File: src/rtl/regfile_io.sv
// regfile_io: picoMIPS register file with memory-mapped input/output ports.
// Define REGFILE_BYPASS_EN to forward write_data to same-cycle reads.
`ifndef DATA_BUS_SIZE
`define DATA_BUS_SIZE 8
`endif
`ifndef REGISTERS_SIZE
`define REGISTERS_SIZE 3
`endif

module regfile_io #(
   parameter int n              = `DATA_BUS_SIZE,
   parameter int registers_size = `REGISTERS_SIZE,
   parameter int NIN            = 1,
   parameter int NOUT           = 1,
   localparam int NI            = (NIN > 0) ? NIN : 1,
   localparam int NO            = (NOUT > 0) ? NOUT : 1,
   localparam int IW            = NI * n,
   localparam int OW            = NO * n
) (
   input  logic                      clk,
   input  logic                      reset,
   input  logic                      w,
   input  logic [registers_size-1:0] w_addr,
   input  logic [n-1:0]              write_data,
   input  logic [registers_size-1:0] ra_addr,
   input  logic [registers_size-1:0] rb_addr,
   output logic [n-1:0]              ra_data,
   output logic [n-1:0]              rb_data,
   input  logic [IW-1:0]             inport,
   output logic [OW-1:0]             outport,
   output logic [NO-1:0]             out_stb
);

   localparam int NR   = 1 << registers_size;
   localparam int GPR0 = 1 + NIN + NOUT;

   if (NIN < 0 || NOUT < 0 || GPR0 > NR) begin : g_bad_map
      $error("regfile_io: port map does not fit the address space");
   end

   logic [n-1:0] gpr  [NR];
   logic [n-1:0] s1   [NI];
   logic [n-1:0] s2   [NI];
   logic [n-1:0] outq [NO];

   always_ff @(posedge clk) begin
      if (reset) begin
         for (int i = 0; i < NR; i++) gpr[i] <= '0;
         for (int k = 0; k < NI; k++) begin
            s1[k] <= '0;
            s2[k] <= '0;
         end
         for (int k = 0; k < NO; k++) outq[k] <= '0;
         out_stb <= '0;
      end else begin
         out_stb <= '0;
         for (int k = 0; k < NIN; k++) begin
            s1[k] <= inport[k*n +: n];
            s2[k] <= s1[k];
         end
         if (w) begin
            for (int k = 0; k < NOUT; k++)
               if (w_addr == registers_size'(1 + NIN + k)) begin
                  outq[k]    <= write_data;
                  out_stb[k] <= 1'b1;
               end
            for (int i = GPR0; i < NR; i++)
               if (w_addr == registers_size'(i))
                  gpr[i] <= write_data;
         end
      end
   end

   // Zero and input addresses are never forwarded; they have no storage.
   function automatic logic [n-1:0] rd(
      input logic [registers_size-1:0] a
   );
      logic [n-1:0] v;
      v = '0;
      for (int k = 0; k < NIN; k++)
         if (a == registers_size'(1 + k)) v = s2[k];
      for (int k = 0; k < NOUT; k++)
         if (a == registers_size'(1 + NIN + k)) v = outq[k];
      for (int i = GPR0; i < NR; i++)
         if (a == registers_size'(i)) v = gpr[i];
`ifdef REGFILE_BYPASS_EN
      if (w && a == w_addr && int'(a) > NIN) v = write_data;
`else
`endif
      return v;
   endfunction

   always_comb begin
      ra_data = rd(ra_addr);
      rb_data = rd(rb_addr);
   end

   always_comb begin
      outport = '0;
      for (int k = 0; k < NOUT; k++)
         outport[k*n +: n] = outq[k];
   end

endmodule

File: config.mk
export PLATFORM = sky130hd
export DESIGN_NAME = regfile_io
export DESIGN_NICKNAME = d
export VERILOG_FILES = /design/src/rtl/regfile_io.sv
export SDC_FILE = /design/constraint.sdc
export NUM_CORES = 1
export LEC_CHECK = 0
export CORE_MARGIN = 4
export CORE_UTILIZATION = 48
export DETAILED_ROUTE_END_ITERATION = 16
export HOLD_SLACK_MARGIN = 0.12
export PLACE_DENSITY = 0.76
export SKIP_LAST_GASP = 1
export SLEW_MARGIN = 40
export SYNTH_ARGS = -nofsm -noshare
export SYNTH_HDL_FRONTEND = slang
export SYNTH_SLANG_ARGS = --single-unit
File: constraint.sdc
create_clock -name clk -period 1.4 [get_ports clk]
set_input_delay 0.28 -clock clk [delete_from_list [all_inputs] [get_ports clk]]
set_output_delay 0.28 -clock clk [all_outputs]
set_load 0.005 [all_outputs]
* Word-level counts from Yosys, hierarchy flattened
Memories as Yosys holds them, arrays and structs flattened.
Index checks and enable logic that the tools add are counted.
** Storage, ports and cells
- Bits in registers :: 1
- Memories kept :: 4
- Memory bits (writable) :: 88
- Output and inout bits :: 25
** Memory list
- gpr :: words 8, width 8, rd ports 5, clocked after Yosys merged registers in 0, wr ports 8, line 41 : logic [n-1:0] gpr [NR];
- outq :: words 1, width 8, rd ports 1, clocked after Yosys merged registers in 0, wr ports 1, line 44 : logic [n-1:0] outq [NO];
- s1 :: words 1, width 8, rd ports 1, clocked after Yosys merged registers in 0, wr ports 1, line 42 : logic [n-1:0] s1 [NI];
- s2 :: words 1, width 8, rd ports 1, clocked after Yosys merged registers in 0, wr ports 1, line 43 : logic [n-1:0] s2 [NI];
** Operators by class
- Reductions and logical operators :: 3
- Multiplexer cells :: 52
- Eq/ne operators :: 20
- Bitwise operators :: 5
** Operator list (count)
- two-way mux 8 bit :: 22
- equality test 3 bit (second input constant) :: 12
- two-way mux 1 bit :: 30
- OR reduction 8 bit :: 3
- equality test 3 x 2 -> 1 bit (second input constant) :: 6
- equality test 3 x 1 -> 1 bit (second input constant) :: 2
- bitwise OR 1 bit :: 5

* Longest topological paths before layout
- Depth in word-level cells :: 8
- Depth in mapped cells :: 6
- Mapped depth without buffers :: 4

* Worst setup path before layout
No wires, ideal clock.
- Path type :: input -> output
- Start point :: input port rb_addr[1]
- End point :: output port rb_data[5]
- Setup slack :: -0.096 ns
- Arrival time :: 1.216 ns
- Required time :: 1.120 ns
- Cell stages on the path :: 5
- Cells stage by stage :: clkbuf_1 mux2_2 a22o_1 nand2_1 o221ai_1
** On the way
- Word-level cells in the longest chain between the ends :: 8
- Elaborated cells between the ends (all ways) :: 14
** RTL lines
- start, declared :: line 26 : input logic [registers_size-1:0] rb_addr,
- equality test 3 x 1 -> 1 bit :: line 81 : if (a == registers_size'(1 + k)) v = s2[k];
- two-way mux 8 bit :: line 81
- two-way mux 8 bit :: line 83 : if (a == registers_size'(1 + NIN + k)) v = outq[k];
- two-way mux 8 bit (4 in a row) :: line 85 : if (a == registers_size'(i)) v = gpr[i];
- two-way mux 8 bit (*) :: line 85
- end, declared :: line 28 : output logic [n-1:0] rb_data,
Every way passes the cells marked *; elsewhere a longest branch is shown, timed or not.

* Worst setup path in the final report
- Start point :: input port ra_addr[2]
- End point :: output port ra_data[2]
** On the way
- Word-level cells in the longest chain between the ends :: 8
- Elaborated cells between the ends (all ways) :: 14
** RTL lines
- start, declared :: line 25 : input logic [registers_size-1:0] ra_addr,
- equality test 3 x 1 -> 1 bit :: line 81
- two-way mux 8 bit :: line 81
- two-way mux 8 bit :: line 83
- two-way mux 8 bit (4 in a row) :: line 85
- two-way mux 8 bit (*) :: line 85
- end, declared :: line 27 : output logic [n-1:0] ra_data,
Marks and branches as above.

==> run_results.csv <==
group,metric,value,unit
critical_path,r2r_cells,1,
critical_path,cp_cell_sequence,"clkdlybuf4s15_1 -> buf_6 -> nor3b_4 -> nand2_1 -> a221o_1 -> a21oi_2 -> dlygate4sd2_1",
sta,layout_min_cycle_time,1.94,ns
critical_path,slowest_stage,"a221o_1",
final_layout,fin_nets,458,
routing,drcViolationCount,0,
placed_design,gp_congestion,0.932,
critical_path,critPathArrivalTime,1.66,ns
global_routing,grt_use_total,25.1,%
critical_path,critPathMaxStageDelay,0.34,ns
routing,drtIter0Drc,168,
die,die_area,8020,um2
worst_hold_path,hold_class,"reg -> reg",
routing,routed_wl,10000,um
sta,hold_viol,0,
outcome,status,"finished, violations left",
logic_synthesis,synth_seq_cells,65,
die,pin_count,53,
global_routing,grt_max_degree,16,
clock_network,cts.reportedPaths.clkPinSlew,0.06,ns
logic_synthesis,synth_seq_area_share,55.8,%
logic_synthesis,syn_area_per_cell,11.1,um2
final_layout,drive_gt1_share,43.4,%
routing,drt-pass1-iter-count,5,
worst_hold_path,hold_start,"s1[0][3]",
routing,wl_per_cell,19.5,um
clock_network,cts_sinks,65,
worst_hold_path,min_path_cells,1,
sta,rsz0062_at_grt,"true",
global_routing,grt_pass1_wl,14800,um
sta,fmax,515,MHz
global_routing,overflow,0,
sta,timing.hold.ws,0.434,ns
critical_path,worstPathMaxFanout,3,
die,core,6390,um2
logic_synthesis,synth_largest_area_cell,"edfxtp_1",
critical_path,worstSetupPathType,"in -> out",
placed_design,dpl_cell_area,4320,um2
clock_network,cts_buffers,9,
critical_path,cp_top_family,"buffers and inverters",
sta,setup_ws,-0.541,ns
critical_path,end_kind,"output port",
pwr,ir_drop,784,uV
routing,vias,2911,
clock_network,cts_hold_buf,0,
placed_design,dp_hpwl,6730,um
sta,fin_crit_sh,139,%
global_routing,antenna_found_initial,0,
clock_network,clockBufferDepth,2,
clock_network,cts_root_buf,"clkbuf_8",
logic_synthesis,synth_area,3190,um2
critical_path,r2r-start,"s1[0][2]",
routing,ant_nets,0,
sta,setup_viol,22,
logic_synthesis,yosys_warnings,0,
logic_synthesis,synth_cell_type_count,29,
sta,drv_slew,0,
critical_path,rrSetupSlack,0.88,ns
logic_synthesis,syn-instance-count,287,
routing,via_per_inst,5.69,
final_layout,area_growth,54.8,%
final_layout,n_antenna_cell,0,
logic_synthesis,synthDominantCellAreaShare,45.2,%
critical_path,crit_buf_inv,3,
sta,clock_skew,0.000614,ns
sta,tightest_slew,0.307,ns
placed_design,portBuffers,52,
placed_design,place_inst,469,
critical_path,worst_setup_path_start_kind,"input port",
critical_path,r2r_end,"s2[0][2]",
global_routing,grt_pass1_vias,2881,
die,die_x,89.5,um
job,drv_cap,0,
pwr,cellPowerDensity,1010,nW/um2
clock_network,cts-htree-levels,3,
pwr,p_leak,2.13,nW
sta,relSlewSlack,79.5,%
worst_hold_path,whs_endpoint,"s2[0][3]",
sta,tns,-6.86,ns
clock_network,worstSkewPairLatency,0.32,ns
die,die_h,89.5,um
logic_synthesis,syn-num-nets,315,
die,start_util,50.0,%
critical_path,cp.required,1.12,ns
die,row_count,29,
outcome,violations,"negative setup slack",
pwr,p_total,4.97,mW
final_layout,stdcell_count,512,
clock_network,cts_tree,"done",
final_layout,fin_area,4940,um2
logic_synthesis,synthTopCellsByArea,"edfxtp_1, dfxtp_1, nor2b_1, nor2_1, mux2_2",
[synth_stat cells (all sizes together)]
master	count
a41o	1
a221oi	4
mux4	3
o21ai	5
a22o	12
o22a	2
mux2i	9
inv	13
nand2	19
mux2	13
a22oi	8
edfxtp	48
and3	1
a21oi	11
o221ai	2
or3	2
o22ai	3
nor2	42
clkbuf	7
a21o	2
nor2b	27
nand2b	13
buf	10
dfxtp	17
a221o	6
nor3b	1
o211ai	6
[where the power goes]
group	internal (mW)	switching, mW	total, mW
combinational	0.587	0.438	1.03
clock	1.00	0.628	1.63
sequential	2.21	0.105	2.31
total	3.80	1.17	4.97
[layer usage]
metal	GRT usage [%]	share of wire, %
met3	4.61	7.4
met5	0	0
met2	41.0	48
met1	33.6	41
met4	8.93	3.6
[worst max-delay path by stage]
| stage | start | end | cells after the start |
|---|---|---|---|
| final | ra_addr[2] | ra_data[2] | 7 |
| after global routing | gpr[0][29] | ra_data[5] | 4 |
| after global placement | ra_addr[1] | ra_data[2] | 7 |
| after floorplan | outq[0][5] | ra_data[5] | 3 |
| after detailed placement | ra_addr[1] | ra_data[2] | 7 |
| after CTS | gpr[0][29] | ra_data[5] | 4 |
[per-stage QoR]
step	setup WS, ns	utilization, %
3_5_place_dp	-1.09	67.7
5_1_grt	-0.597	77.4
2_1_floorplan	-0.00853	-
4_1_cts	-0.512	74.9
3_3_place_gp	-1.08	67.7
6_report	-0.541	77.4
[kinds of logic (layout without fill, tap and decap cells)]
family,Yosys count,count (layout),synth area share [%]
AOI/OAI and AO/OA,62,62,14.5
buffers and inverters,30,178,4.12
and+or+nand+nor,105,105,16.0
muxes,25,25,9.53
DFF,65,65,55.8
[layout by cell type (no fill, tap or decap), types with 2 or more instances in the layout]
master / n
nor2_1: 40
clkdlybuf4s50_1: 18
dlymetal6s2s_1: 3
dfxtp_1: 17
mux2_2: 8
nor2b_1: 19
dlygate4sd2_1: 3
o21ai_1: 3
a21o_1: 2
inv_2: 2
nor2b_2: 2
nand2b_1: 11
buf_6: 27
clkbuf_2: 2
a221oi_2: 2
nor2_2: 2
nand2_1: 18
edfxtp_1: 48
inv_1: 11
a22oi_1: 3
a22o_1: 12
o21ai_0: 2
o22ai_2: 2
mux4_2: 3
buf_12: 6
o211ai_1: 6
mux2_4: 5
mux2i_1: 9
buf_4: 68
o22a_1: 2
nand2b_4: 2
a21oi_2: 8
a221o_1: 6
bufinv_16: 2
clkbuf_1: 4
buf_2: 19
nor2b_4: 6
clkbuf_8: 9
a22oi_2: 5
a21oi_1: 3
[state kept, by name (all words and copies together) (netlist names)]
register / count
gpr: 40
outq: 8
s1: 8
s2: 8
out_stb: 1
[timing repair]
action,4_1_cts,5_1_grt
gates resized for setup,156,38
buffers inserted,21,9
setup endpoints to repair,33,56
gates cloned,1,0
pin swaps,23,16
[final cells by class]
type,count,area (um2)
flip-flops and latches,65,1780
multi-input cells,192,1490
fillers,390,1450
repair buffers,149,1320
clock buffers,13,139
well taps,77,96.3
clock inverters,3,65.1
inverters,13,48.8
No activity file was read; power rests on OpenSTA's default activity.
==> variant 1 (same flow settings) <==
Set the macro `DATA_BUS_SIZE` to 16 (it was 8).
--- a/src/rtl/regfile_io.sv
+++ b/src/rtl/regfile_io.sv
@@ -2,5 +2,5 @@
 // Define REGFILE_BYPASS_EN to forward write_data to same-cycle reads.
 `ifndef DATA_BUS_SIZE
-`define DATA_BUS_SIZE 8
+`define DATA_BUS_SIZE 16
 `endif
 `ifndef REGISTERS_SIZE
Interface: changed (5 resized); port bits go from 53 to 93. No check against the original RTL was run, so the function may have changed too.
==> variant 1 against the unedited design <==
Largest power group unchanged; design area is 94% higher; clock skew increased by 8.5 ps; the run still ends with setup timing left; via count rose by 98%; cell count increased by 89%; clock power grew to 2.7 times the old value; synthesized cell count rose by 97%; synthesized area rose by 99%; hold slack got worse by 59 ps; sequential cell count is 64 higher; routed wire length grew 120%; sequential share of layout area grew 1.0 points; setup slack worse by 97 ps; die area up 89%; power grew 120%.
==> variant 1: results (changes against the unedited design) <==
Synth cell types = 40 (+38%)
Reg-to-Reg Start = s1[0][7]
Num CTS Buffers = 17 (+8)
Comb power frac = 18.9% (-1.7 points)
Hold Path Class = in2reg
Run status = finished with violations
Total GRT Usage = 28.6% (+3.4 points)
Setup TNS = -16340 ps (-9480 ps)
Layout cells sized above 1 = 42.8% (-0.68 points)
Flop pwr share = 41.5% (-5.0 points)
Synth area leaders = edfxtp_1 (45%), dfxtp_1 (10%), nor2_1 (4.7%)
Syn_nets = 609 (+93%)
Top post-synthesis cells by count = edfxtp_1 (96), nor2_1 (80), nor2b_1 (42), a21oi_1 (41), dfxtp_1 (33)
Vias in the first global route = 5867 (+100%)
Inst Count DP = 891 (+90%)
Final worst slack = -638 ps (-97.0 ps)
WL per Instance = 22.8 um (+17%)
Number of synthesized flops with an enable pin = 96 (+100%)
Setup-failing EPs final = 40 (+82%)
Worst Hold Depth = 3 (+2)
HP Start = reset
Pint = 8.04 mW (+110%)
Root buf cell = clkbuf_16
DP Worst Slack = -1200 ps (-109 ps)
Failing checks = setup timing
Actual slew at the worst max-slew pin = 403 ps (+96.1 ps)
GP Congestion = 0.955 (+2.4%)
Pleak = 3.97 nW (+86%)
Peak supply drop = 0.853 mV (+8.8%)
Via count = 5775 (+98%)
H-tree Lvls = 4 (+1)
Largest net degree at the start of global routing = 43 (+27)
Input/output buffers = 92 (+77%)
Max reg flops = 80 (+100%)
Later-pin clock latency in the skew report = 420 ps (+100 ps)
First-pass GRT wire length = 31800 um (+110%)
# fillers = 804 (+110%)
Post-detailed-placement half-perimeter wirelength = 13600 um (+100%)
Placed Area = 8330 um2 (+93%)
==> variant 1: cell count changes after synthesis, moves of 10 or more <==
cell	delta
edfxtp_1	+48
nor2_1	+38
a21oi_1	+30
o22ai_1	+23
dfxtp_1	+16
nor2b_1	+15
buf_2	+11
nand2b_1	+10
==> variant 1: routing by layer <==
layer	up-vias	global-route usage [%]	routed length [um]
met4	0	16.5	1010
met5	-	0	0
met3	86	5.95	1920
li1	2536	-	-
met1	2779	36.0	8320
met2	374	45.7	10800
==> variant 1: logic make-up after synthesis <==
family / count (synthesis) / synth area share (%)
compound gates: 154 / 17.6
buf+inv: 68 / 5.42
flops: 129 / 55.8
simple gates: 171 / 12.9
mux: 43 / 8.28
==> variant 1: repair_timing <==
action / CTS / global route
endpoints found under the hold margin: 0 / 0
gates cloned: 2 / 0
pin swaps: 53 / 31
gates resized for setup: 269 / 58
buffers inserted: 35 / 21
setup endpoints to repair: 49 / 82
==> variant 1: worst max-delay path, stage by stage (launching register included) <==
cell and delay (ps):
edfxtp_1 400, mux2_4 270, a221o_1 330, a22o_1 210
buf_2 130
==> variant 1: final cells by class <==
class	instances	area, um2	area share, %
Clock buffer	19	475	4.97
Timing Repair Buffer	245	2290	24.0
Inverter	21	81.3	0.850
Multi-Input combinational cell	368	2850	29.7
Sequential cell	129	3550	37.1
Clock inverter	13	110	1.15
Tap cell	172	215	2.25
==> variant 1: final timing paths <==
| path | endpoint | slack (ps) |
|---|---|---|
| setup / recovery | ra_data[12] | -640 |
| hold / removal | s2[0][1] | 380 |
| setup reg to reg | s2[0][7] | 700 |
| hold reg to reg | s2[0][11] | 430 |
==> variant 2 (config.mk and constraints unchanged) <==
Without the edit above. Register the inputs `ra_addr`, `rb_addr` and `inport` before use. The logic sees them one clock later. The other inputs are not delayed to match.
--- a/src/rtl/regfile_io.sv
+++ b/src/rtl/regfile_io.sv
@@ -35,4 +35,14 @@
    localparam int GPR0 = 1 + NIN + NOUT;
 
+   logic [registers_size-1:0] ra_addr_q;
+   logic [registers_size-1:0] rb_addr_q;
+   logic [IW-1:0] inport_q;
+
+   always_ff @(posedge clk) begin
+      ra_addr_q <= ra_addr;
+      rb_addr_q <= rb_addr;
+      inport_q  <= inport;
+   end
+
    if (NIN < 0 || NOUT < 0 || GPR0 > NR) begin : g_bad_map
       $error("regfile_io: port map does not fit the address space");
@@ -56,5 +66,5 @@
          out_stb <= '0;
          for (int k = 0; k < NIN; k++) begin
-            s1[k] <= inport[k*n +: n];
+            s1[k] <= inport_q[k*n +: n];
             s2[k] <= s1[k];
          end
@@ -92,6 +102,6 @@
 
    always_comb begin
-      ra_data = rd(ra_addr);
-      rb_data = rd(rb_addr);
+      ra_data = rd(ra_addr_q);
+      rb_data = rd(rb_addr_q);
    end
 
Behaviour: not the same (a bounded check fails within 4 cycles, from zero or initial values).
==> variant 2 against the unedited design <==
The run still ends with setup timing left; power grew 17%; setup slack lost 180 ps; routed wire length grew 20%; sequential share of layout area grew 2.0 points; critical endpoint is now ra_data[6]; count of clock-buffer cells in the layout shrank 2; sequential cell count grew 14; design area grew 11%; synthesized area grew 8.8%; via count grew 11%; highest routed layer unchanged.
==> variant 2: results (changes against the unedited design) <==
Hold Path Class = in2reg
Worst EP arrival = 1840 ps (+180 ps)
Placed Area = 4670 um2 (+8.1%)
Initial DRC Count = 410 (+140%)
Sw frac = 25.8% (+2.2 points)
Final worst slack = -725 ps (-183 ps)
Pleak = 2.34 nW (+9.6%)
# fillers = 420 (+7.7%)
Setup TNS = -9940 ps (-3080 ps)
GP Congestion = 1.00 (+7.7%)
Via/cell ratio = 5.83 (+2.5%)
Peak supply drop = 0.647 mV (-17%)
Final net count = 481 (+5.0%)
Worst setup path category = reg2out
Hold EP = rb_addr_q[1]
Later-pin clock latency in the skew report = 360 ps (+40 ps)
Vias in the first global route = 3232 (+12%)
HP Start = rb_addr[1]
Failing checks = setup timing
First-pass GRT wire length = 17600 um (+19%)
Run status = finished with violations
Setup-failing EPs final = 20 (-9.1%)
Crit Path Max Fanout = 5 (+2)
Total GRT Usage = 27.5% (+2.4 points)
Post-synthesis sequential area ratio = 59.4% (+3.6 points)
Top post-synthesis cells by count = edfxtp_1 (48), nor2_1 (42), dfxtp_1 (31), nor2b_1 (27), nand2_1 (19)
## variant 2: cell types whose count changed after synthesis
cell,before,now
dfxtp_1,17,31
## variant 2: repair_timing
item,CTS,global route
buffers inserted,29,12
resized for setup,156,44
setup endpoints to repair,41,24
pin swaps,29,25
## variant 2: worst max path at each step
stage | slack, ps | cells after the start | end
detailed placement | -670 | 5 | ra_data[2]
CTS | -730 | 6 | ra_data[5]
global route | -790 | 7 | ra_data[2]
finish | -720 | 7 | ra_data[6]
global placement | -620 | 4 | ra_data[3]
floorplan | -40 | 5 | ra_data[2]
## variant 2: logic make-up (layout without fill, tap and decap cells)
| kind of cell | count (synthesis) | after routing | share of synthesized area, % |
|---|---|---|---|
| and+or+nand+nor | 105 | 105 | 14.7 |
| AOI/OAI and AO/OA | 62 | 62 | 13.4 |
| muxes | 25 | 25 | 8.76 |
| DFF | 79 | 79 | 59.4 |
| buffers and inverters | 30 | 187 | 3.78 |
## variant 2: area by class of cell
class | count | area [um2] | area share (%)
sequential | 79 | 2080 | 38.0
multi-input combinational | 192 | 1530 | 27.9
timing repair buffer | 158 | 1460 | 26.6
clock buffer | 11 | 174 | 3.18
tap | 96 | 120 | 2.19
clock inverter | 5 | 67.6 | 1.23
inverter | 13 | 48.8 | 0.891
## variant 2: critical path: stages, from the launching register on
cell      delay, ps
dfxtp_4         360
buf_12          140
buf_6           110
nor2b_4         130
a22o_1          210
a221oi_2        250
o22ai_1         140
buf_2           140
## variant 2: routing by layer
metal	global-route usage (%)	vias up	part of all wire (%)
met1	33.2	1498	35
li1	-	1398	-
met3	7.48	82	11
met4	10.7	0	5.1
met5	0	-	0
met2	46.7	250	48
## variant 2: power by group through the flow
stage / clock network, mW / registers [mW] / logic (mW)
2_1_floorplan: 0 / 2.73 / 0.394
3_3_place_gp: 0 / 2.76 / 0.871
3_5_place_dp: 0 / 2.77 / 0.890
4_1_cts: 1.98 / 2.71 / 0.998
5_1_grt: 2.08 / 2.74 / 1.16
6_report: 1.98 / 2.73 / 1.10
## variant 2: metrics by stage
stage | std cells | util, % | hold slack (ps) | total power, mW | worst slack, ps
floorplan | 301 | - | 308 | 3.12 | -38.6
global placement | 504 | 67.7 | 415 | 3.63 | -622
detailed placement | 504 | 67.7 | 423 | 3.66 | -666
CTS | 546 | 76.7 | 337 | 5.69 | -731
global route | 554 | 79.3 | 336 | 5.99 | -787
finish | 554 | 79.3 | 350 | 5.82 | -725
